<file path="src/rtl/mem_sequencer.sv">
`default_nettype none
// +----------------------------------------------------------------------------+
// | mem_sequencer                                                              |
// | Load/store bus initiator: fetches 3-byte instructions, one access per op.  |
// | Revision: 1.0                                                              |
// +----------------------------------------------------------------------------+
module mem_sequencer #(
  parameter logic [15:0] RESET_PC     = 16'h8000,
  parameter int          READ_LATENCY = 1
) (
  input  logic        clk,
  input  logic        rst,
  input  logic [7:0]  fbo,
  output logic [15:0] abi,
  output logic [7:0]  dbi,
  output logic        read_enable,
  output logic        write_enable,
  output logic        stack_enable,
  output logic        stack_write,
  output logic        stack_decrement,
  input  logic        op_valid,
  input  logic [2:0]  op,
  input  logic [15:0] op_addr,
  input  logic [7:0]  op_data,
  input  logic        jump,
  input  logic [15:0] jump_addr,
  output logic        op_ready,
  output logic        instr_valid,
  output logic [7:0]  instr,
  output logic [7:0]  data1,
  output logic [7:0]  data2,
  output logic        load_valid,
  output logic [7:0]  load_data,
  output logic [15:0] pc
);

  typedef enum logic [2:0] {
    FETCH      = 3'd0,
    FWAIT      = 3'd1,
    ISSUE_DONE = 3'd2,
    EXEC       = 3'd3,
    MWAIT      = 3'd4
  } state_e;

  localparam logic [2:0] c_op_load  = 3'd1;
  localparam logic [2:0] c_op_store = 3'd2;
  localparam logic [2:0] c_op_push  = 3'd3;
  localparam logic [2:0] c_op_pop   = 3'd4;
  // Read data is sampled on the last wait cycle; MWAIT holds one extra cycle
  // so load_valid is presented before the next fetch begins.
  localparam logic [1:0] c_lat_last = 2'(READ_LATENCY - 1);
  localparam logic [1:0] c_lat_done = 2'(READ_LATENCY);

  state_e      state_q, state_d;
  logic [1:0]  k_q, k_d;
  logic [1:0]  cnt_q, cnt_d;
  logic [15:0] pc_q, pc_d;
  logic [15:0] npc_q, npc_d;
  logic [7:0]  instr_q, instr_d;
  logic [7:0]  data1_q, data1_d;
  logic [7:0]  data2_q, data2_d;
  logic [7:0]  load_data_q, load_data_d;
  logic        load_valid_q, load_valid_d;
  logic [15:0] w_npc;

  assign w_npc = jump ? jump_addr : (pc_q + 16'd3);

  always_ff @(posedge clk) begin
    if (rst) begin
      state_q      <= FETCH;
      k_q          <= 2'd0;
      cnt_q        <= 2'd0;
      pc_q         <= RESET_PC;
      npc_q        <= RESET_PC;
      instr_q      <= 8'h00;
      data1_q      <= 8'h00;
      data2_q      <= 8'h00;
      load_data_q  <= 8'h00;
      load_valid_q <= 1'b0;
    end else begin
      state_q      <= state_d;
      k_q          <= k_d;
      cnt_q        <= cnt_d;
      pc_q         <= pc_d;
      npc_q        <= npc_d;
      instr_q      <= instr_d;
      data1_q      <= data1_d;
      data2_q      <= data2_d;
      load_data_q  <= load_data_d;
      load_valid_q <= load_valid_d;
    end
  end

  always_comb begin
    state_d         = state_q;
    k_d             = k_q;
    cnt_d           = cnt_q;
    pc_d            = pc_q;
    npc_d           = npc_q;
    instr_d         = instr_q;
    data1_d         = data1_q;
    data2_d         = data2_q;
    load_data_d     = load_data_q;
    load_valid_d    = 1'b0;
    abi             = 16'h0000;
    dbi             = 8'h00;
    read_enable     = 1'b0;
    write_enable    = 1'b0;
    stack_enable    = 1'b0;
    stack_write     = 1'b0;
    stack_decrement = 1'b0;
    op_ready        = 1'b0;
    instr_valid     = 1'b0;

    case (state_q)
      FETCH: begin
        abi         = pc_q + {14'd0, k_q};
        read_enable = 1'b1;
        cnt_d       = 2'd0;
        state_d     = FWAIT;
      end
      FWAIT: begin
        cnt_d = cnt_q + 2'd1;
        if (cnt_q == c_lat_last) begin
          cnt_d = 2'd0;
          case (k_q)
            2'd0:    instr_d = fbo;
            2'd1:    data1_d = fbo;
            default: data2_d = fbo;
          endcase
          if (k_q == 2'd2) begin
            k_d     = 2'd0;
            state_d = ISSUE_DONE;
          end else begin
            k_d     = k_q + 2'd1;
            state_d = FETCH;
          end
        end
      end
      ISSUE_DONE: begin
        instr_valid = 1'b1;
        state_d     = EXEC;
      end
      EXEC: begin
        op_ready = 1'b1;
        if (op_valid) begin
          npc_d = w_npc;
          cnt_d = 2'd0;
          case (op)
            c_op_load: begin
              abi         = op_addr;
              read_enable = 1'b1;
              state_d     = MWAIT;
            end
            c_op_store: begin
              abi          = op_addr;
              dbi          = op_data;
              write_enable = 1'b1;
              pc_d         = w_npc;
              state_d      = FETCH;
            end
            c_op_push: begin
              dbi             = op_data;
              stack_enable    = 1'b1;
              write_enable    = 1'b1;
              stack_write     = 1'b1;
              stack_decrement = 1'b1;
              pc_d            = w_npc;
              state_d         = FETCH;
            end
            c_op_pop: begin
              stack_enable = 1'b1;
              read_enable  = 1'b1;
              stack_write  = 1'b1;
              state_d      = MWAIT;
            end
            default: begin
              pc_d    = w_npc;
              state_d = FETCH;
            end
          endcase
        end
      end
      MWAIT: begin
        cnt_d = cnt_q + 2'd1;
        if (cnt_q == c_lat_last) begin
          load_data_d  = fbo;
          load_valid_d = 1'b1;
        end
        if (cnt_q == c_lat_done) begin
          cnt_d   = 2'd0;
          pc_d    = npc_q;
          state_d = FETCH;
        end
      end
      default: state_d = FETCH;
    endcase

    // Bus strobes are suppressed for the whole time reset is asserted.
    if (rst) begin
      abi             = 16'h0000;
      dbi             = 8'h00;
      read_enable     = 1'b0;
      write_enable    = 1'b0;
      stack_enable    = 1'b0;
      stack_write     = 1'b0;
      stack_decrement = 1'b0;
      op_ready        = 1'b0;
      instr_valid     = 1'b0;
    end
  end

  assign instr      = instr_q;
  assign data1      = data1_q;
  assign data2      = data2_q;
  assign load_data  = load_data_q;
  assign load_valid = load_valid_q;
  assign pc         = pc_q;

endmodule
`default_nettype wire

</file>
<file path="config.mk">
export PLATFORM = sky130hd
export DESIGN_NAME = mem_sequencer
export DESIGN_NICKNAME = d
export VERILOG_FILES = /design/src/rtl/mem_sequencer.sv
export SDC_FILE = /design/constraint.sdc
export NUM_CORES = 1
export LEC_CHECK = 0
export CORE_ASPECT_RATIO = 0.8
export CORE_UTILIZATION = 50
export CTS_CLUSTER_DIAMETER = 200
export CTS_CLUSTER_SIZE = 8
export DETAILED_ROUTE_END_ITERATION = 10
export PLACE_DENSITY = 0.91
export SYNTH_ARGS = -nofsm -noshare
export SYNTH_HDL_FRONTEND = slang
export SYNTH_SLANG_ARGS = --single-unit
</file>
<file path="constraint.sdc">
create_clock -name clk -period 3.4 [get_ports clk]
set_input_delay 0.34 -clock clk [delete_from_list [all_inputs] [get_ports clk]]
set_output_delay 0.34 -clock clk [all_outputs]
set_load 0.005 [all_outputs]
</file>
==> flow_metrics.py, run 1 <==
metrics = {
    "pwr": {
        "seqPwrFrac": 0.468,
        "p_leak_nw": 2.15,
        "power_density_mw_per_mm2": 333,
        "p_comb_frac": 0.115,
        "power_w": 0.00186,
        "p_int_w": 0.00140,
        "clkPwrFrac": 0.416,
        "ir_worst_vdd_v": 0.000264,
        "power.share.switching": 0.249,
        "switching_power_w": 0.000463,
    },
    "synthesis": {
        "syn_nets": 570,
        "synth-xor-area-share": 0.0529,
        "synth_edf_count": 0,
        "synth_top_area_cell": "dfxtp_1",
        "netlist_top_cells_area": "dfxtp_1, a21oi_1, mux2i_1",
        "netlist_top_cells_count": "dfxtp_1, nor2_1, nand2_1",
        "synthAdderAreaFrac": 0.0271,
        "synth_compound_area_frac": 0.184,
        "synth_top_family_by_area": "simple AND/OR/NAND/NOR gates",
        "synth.distinct_cells": 49,
        "synth_warnings": 0,
        "muxShareOfSynthArea": 0.0708,
        "ys.flop_type": "dfxtp_1",
        "syn-cell-area_mm2": 0.00398,
        "yosys.area_share.simple": 0.250,
        "synth_most_common_cell": "dfxtp_1",
        "ys_async_sr_fraction": 0,
        "synth-seq-cells": 72,
        "synth_area_per_cell_um2": 7.84,
        "synth-seq-area-share": 0.363,
        "syn_inst": 507,
        "yosysTopAreaCellShare": 0.363,
    },
    "clocking": {
        "cts_buffers": 9,
        "cts.sinks": 72,
        "cts_setup_buffers": 0,
        "cts_tree": "built",
        "cts_resized": 0,
        "clk_latency_ns": 0.35,
        "cts_hold_buf": 0,
        "cts_root_buf": "clkbuf_8",
        "htreeDepth": 3,
        "path_clk_slew_ns": 0.08,
        "cts_max_path_buffers": 2,
    },
    "timing": {
        "fin_skew_ns": 0.00823,
        "setup_viol": 0,
        "hold_viol": 0,
        "max_freq_mhz": 321,
        "period_share": 0.917,
        "rsz0062_at_grt": "false",
        "finalMaxSlewViolations": 0,
        "period_needed_ns": 3.12,
        "setup_tns_ns": 0,
        "slew-limit-headroom": 0.454,
        "worst_pin_slew_ns": 0.819,
    },
    "worst_setup_path": {
        "startpoint_type": "register",
        "worstSetupStartpoint": "pc[0]",
        "cp_data_required_time_ns": 3.06,
        "arrival_ns": 2.78,
        "r2r_cells": 5,
        "path_class": "register to output port",
        "timing.rr.start": "state_q[1]",
        "end_kind": "output port",
        "crit_end": "abi[13]",
        "crit_fanout": 9,
        "regToRegEndpoint": "pc[11]",
        "rrSetupSlack_ns": 0.90,
    },
    "run": {
        "cap_viol_max_count": 0,
    },
    "global_routing": {
        "grt_pass1_wl_mm": 19.9,
        "grt_use_met2": 0.536,
        "grt_max_degree": 36,
        "grt_pass1_vias": 4059,
        "grt_overflow": 0,
        "grtUsageTotal": 0.315,
        "grtUsageMet1": 0.379,
        "busiest_layer": "met2",
        "antenna_found_initial": 0,
        "use_met3": 0.0766,
    },
    "status": {
        "outcome": "complete, no violations",
    },
    "detailed_routing": {
        "ant_nets": 0,
        "drc": 0,
        "viasPerCell": 5.82,
        "drtIter0Drc": 358,
        "vias": 4285,
        "dr.pass1.iters": 5,
        "route.detailed.wl_per_inst_um": 17.6,
        "wirelength_mm": 12.9,
    },
    "die": {
        "die_area_mm2": 0.00831,
        "die_h_um": 81.8,
        "start_util": 0.528,
        "placementRows": 28,
        "fp.dieW_um": 102,
        "io_pins": 135,
        "fp.coreArea_mm2": 0.00753,
    },
    "place": {
        "placed_cell_area_mm2": 0.00536,
        "globalplace.congestion": 0.978,
        "dp_hpwl_mm": 9.32,
        "port_buffers": 134,
    },
    "layout": {
        "insertedDiodeCount": 0,
        "drive_gt1_frac": 0.0555,
        "fin_area_mm2": 0.00559,
        "area_growth_pct": 40.5,
        "fin_nets": 689,
    },
    "min_path": {
        "hold_path.class": "input port to register",
        "hp-start": "rst",
    },
}
state kept, by name (all words and copies together), names as in the netlist:
| register | flops |
|---|---|
| data1 | 8 |
| load_valid | 1 |
| npc_q | 16 |
| k_q | 2 |
| pc | 16 |
| load_data | 8 |
| instr | 8 |
| data2 | 8 |
| state_q | 3 |
| cnt_q | 2 |
final cells by class:
class,instances,area (um2)
sequential,72,1440
clock buffer,9,124
tap,105,131
clock inverter,7,103
fill,547,1950
multi-input combinational,388,2330
inverter,9,33.8
timing repair buffer,146,1430
stage by stage:
stage / utilization / cells / worst slack, ns / hold slack [ns]
floorplan: - / 507 / 1.36 / 0.432
global route: 0.742 / 736 / 0.156 / 0.390
CTS: 0.742 / 736 / 0.294 / 0.352
global placement: 0.712 / 720 / 0.731 / 0.442
detailed placement: 0.712 / 720 / 0.684 / 0.449
finish: 0.742 / 736 / 0.284 / 0.372
kinds of logic (layout without fill, tap and decap cells):
logic type	after synthesis	in the layout
AOI/OAI and AO/OA	121	121
muxes	28	28
xor gates and xnor gates	24	24
adders and majority gates	8	8
DFF	72	72
buffers and inverters	47	171
and+or+nand+nor	207	207
how the worst min path moves through the flow:
| stage | end | slack, ns | cells after the start |
|---|---|---|---|
| floorplan | npc_q[7] | 0.43 | 2 |
| global placement | load_data[7] | 0.44 | 2 |
| detailed placement | load_data[5] | 0.45 | 2 |
| CTS | state_q[0] | 0.35 | 3 |
| global route | state_q[0] | 0.39 | 3 |
| finish | state_q[0] | 0.37 | 3 |
power groups by stage:
stage / clock, W / sequential, W / combinational [W]
4_1_cts: 0.000782 / 0.000870 / 0.000212
2_1_floorplan: 0 / 0.000886 / 0.0000882
6_report: 0.000774 / 0.000870 / 0.000214
3_3_place_gp: 0 / 0.000889 / 0.000205
3_5_place_dp: 0 / 0.000889 / 0.000209
5_1_grt: 0.000820 / 0.000872 / 0.000229
critical path, stage by stage (launching register included):
cell             delay [ns]
dfxtp_1                0.49
ha_1                   0.24
a21oi_1                0.13
nor4_1                 0.57
nand3_1                0.16
xor2_1                 0.17
o21ai_0                0.15
clkdlybuf4s50_1        0.52
routing by layer:
metal	routed length, um	share of wire
met4	388	0.030
met1	5050	0.39
met5	0	0
met2	6070	0.47
met3	1410	0.11
cells in the final DEF, fill, tap and decap left out, types with 9 or more instances in the layout:
| cell type | count |
|---|---|
| a21oi_1 | 54 |
| a22oi_1 | 11 |
| and2_1 | 10 |
| buf_4 | 12 |
| clkbuf_8 | 9 |
| clkdlybuf4s50_1 | 133 |
| dfxtp_1 | 72 |
| inv_1 | 9 |
| mux2i_1 | 27 |
| nand2_1 | 63 |
| nand3_1 | 10 |
| nor2_1 | 66 |
| nor3_1 | 12 |
| o211ai_1 | 11 |
| o21ai_0 | 22 |
| xor2_1 | 16 |
No activity file was read; power rests on OpenSTA's default activity.
==> run 2, diff against run 1 <==
--- a/config.mk
+++ b/config.mk
@@ -5,12 +5,15 @@
 export SDC_FILE = /design/constraint.sdc
 export NUM_CORES = 1
 export LEC_CHECK = 0
+export CELL_PAD_IN_SITES_DETAIL_PLACEMENT = 2
+export CELL_PAD_IN_SITES_GLOBAL_PLACEMENT = 2
 export CORE_ASPECT_RATIO = 0.8
-export CORE_UTILIZATION = 50
+export CORE_UTILIZATION = 27
 export CTS_CLUSTER_DIAMETER = 200
 export CTS_CLUSTER_SIZE = 8
 export DETAILED_ROUTE_END_ITERATION = 10
-export PLACE_DENSITY = 0.91
+export PLACE_DENSITY = 0.89
 export SYNTH_ARGS = -nofsm -noshare
 export SYNTH_HDL_FRONTEND = slang
 export SYNTH_SLANG_ARGS = --single-unit
+export TNS_END_PERCENT = 100
==> flow_metrics.py, run 2 (synthesis gave the netlist of run 1 again) <==
metrics = {
    "global_routing": {
        "grt_use_met2": 0.408,
        "grt_pass1_vias": 4862,
        "grtUsageMet1": 0.296,
        "use_met3": 0.0455,
        "grt_overflow": 0,
        "grt_pass1_wl_mm": 27.5,
        "grtUsageTotal": 0.237,
        "grt_max_degree": 42,
        "busiest_layer": "met2",
        "antenna_found_initial": 0,
    },
    "timing": {
        "rsz0062_at_grt": "false",
        "fin_skew_ns": 0.00900,
        "period_share": 0.956,
        "period_needed_ns": 3.25,
        "hold_viol": 0,
        "finalMaxSlewViolations": 0,
        "setup_viol": 0,
        "worst_pin_slew_ns": 0.904,
        "slew-limit-headroom": 0.397,
        "max_freq_mhz": 308,
        "setup_tns_ns": 0,
    },
    "die": {
        "placementRows": 39,
        "fp.dieW_um": 138,
        "die_area_mm2": 0.0152,
        "start_util": 0.277,
        "fp.coreArea_mm2": 0.0143,
        "io_pins": 135,
        "die_h_um": 111,
    },
    "layout": {
        "layout.area.seq_mm2": 0.00144,
        "area_growth_pct": 45.8,
        "fin_nets": 692,
        "fillers": 1627,
        "finish.utilization": 0.404,
        "drive_gt1_frac": 0.0647,
        "layout_common_cells": "clkdlybuf4s50_1, dfxtp_1, nor2_1, nand2_1, a21oi_1",
        "multiInputGateArea_mm2": 0.00233,
        "final_common_cell": "clkdlybuf4s50_1",
        "fin_area_mm2": 0.00580,
        "insertedDiodeCount": 0,
    },
    "detailed_routing": {
        "drc": 0,
        "viasPerCell": 5.31,
        "vias": 4346,
        "drtIter0Drc": 220,
        "dr.pass1.iters": 4,
        "ant_nets": 0,
        "wirelength_mm": 17.7,
        "route.detailed.wl_per_inst_um": 21.6,
    },
    "status": {
        "outcome": "complete, no violations",
    },
    "clocking": {
        "cts_root_buf": "clkbuf_16",
        "cts.sinks": 72,
        "htreeDepth": 3,
        "cts_max_path_buffers": 2,
        "path_clk_slew_ns": 0.07,
        "cts_buffers": 9,
        "clk_latency_ns": 0.34,
        "cts_tree": "built",
        "cts_hold_buf": 0,
    },
    "worst_setup_path": {
        "end_kind": "output port",
        "path_class": "register to output port",
        "cp_data_required_time_ns": 3.06,
        "startpoint_type": "register",
        "arrival_ns": 2.91,
        "crit_fanout": 9,
    },
    "place": {
        "dp_hpwl_mm": 12.6,
        "placed_cell_area_mm2": 0.00548,
        "port_buffers": 134,
        "globalplace.congestion": 0.778,
    },
    "pwr": {
        "power_density_mw_per_mm2": 362,
        "p_int_w": 0.00155,
        "switching_power_w": 0.000543,
        "clkPwrFrac": 0.475,
        "seqPwrFrac": 0.416,
        "power.share.switching": 0.259,
        "ir_worst_vdd_v": 0.000240,
        "p_leak_nw": 2.21,
        "p_comb_frac": 0.108,
    },
    "run": {
        "cap_viol_max_count": 0,
    },
    "min_path": {
        "hold_path.class": "register to register",
    },
}
-- run 2: worst max-delay path, cell delays in order, from the launching register on --
cell	delay, ns
dfxtp_2	0.48
ha_1	0.23
fa_1	0.24
inv_1	0.11
nor4_1	0.45
nand2_1	0.15
xor2_1	0.20
o21ai_0	0.18
clkdlybuf4s50_1	0.53
-- run 2: timing repair --
action                                  4_1_cts  5_1_grt
setup buffers                                 0        0
gates resized for setup                       0        3
endpoints found under the setup margin        0        4
-- run 2: final cells by class --
type                    count  area share
clock buffers               9      0.0389
well taps                 184      0.0397
repair buffers            149       0.250
multi-input cells         388       0.403
clock inverters             7      0.0138
inverters                   9     0.00583
flip-flops and latches     72       0.249
-- run 2: through the flow --
stage                     hold WS [ns]  power (W)  instances  setup slack (ns)
after floorplan                  0.432   0.000975        507              1.36
after global placement           0.439    0.00110        802             0.586
after detailed placement         0.457    0.00111        802             0.484
after CTS                        0.469    0.00211        818            0.0825
after global routing             0.494    0.00216        818            0.0409
final                            0.467    0.00210        818             0.149
-- run 2: routing by layer --
layer | vias up | wire [um]
li1 | 2000 | -
met3 | 26 | 1090
met4 | 0 | 313
met5 | - | 0
met2 | 139 | 8680
met1 | 2181 | 7620
-- run 2: power by group through the flow --
stage	combinational, W	sequential [W]	clock, W
2_1_floorplan	0.0000882	0.000886	0
3_3_place_gp	0.000211	0.000889	0
3_5_place_dp	0.000222	0.000891	0
4_1_cts	0.000228	0.000873	0.00101
5_1_grt	0.000242	0.000874	0.00104
6_report	0.000227	0.000873	0.000996
-- run 2: worst paths after layout --
kind	start	to	slack, ns	cells past startpoint
max reg2reg	state_q[0]	pc[10]	0.76	6
min	npc_q[13]	npc_q[13]	0.47	2
min reg2reg	npc_q[13]	npc_q[13]	0.47	2
max	pc[0]	abi[12]	0.15	8
==> run 3, diff against run 2 <==
--- a/config.mk
+++ b/config.mk
@@ -5,6 +5,7 @@
 export SDC_FILE = /design/constraint.sdc
 export NUM_CORES = 1
 export LEC_CHECK = 0
+export ABC_AREA = 0
 export CELL_PAD_IN_SITES_DETAIL_PLACEMENT = 2
 export CELL_PAD_IN_SITES_GLOBAL_PLACEMENT = 2
 export CORE_ASPECT_RATIO = 0.8
==> results of run 3 <==
Same layout as run 2: the final DEF is identical, and so are final timing and power.
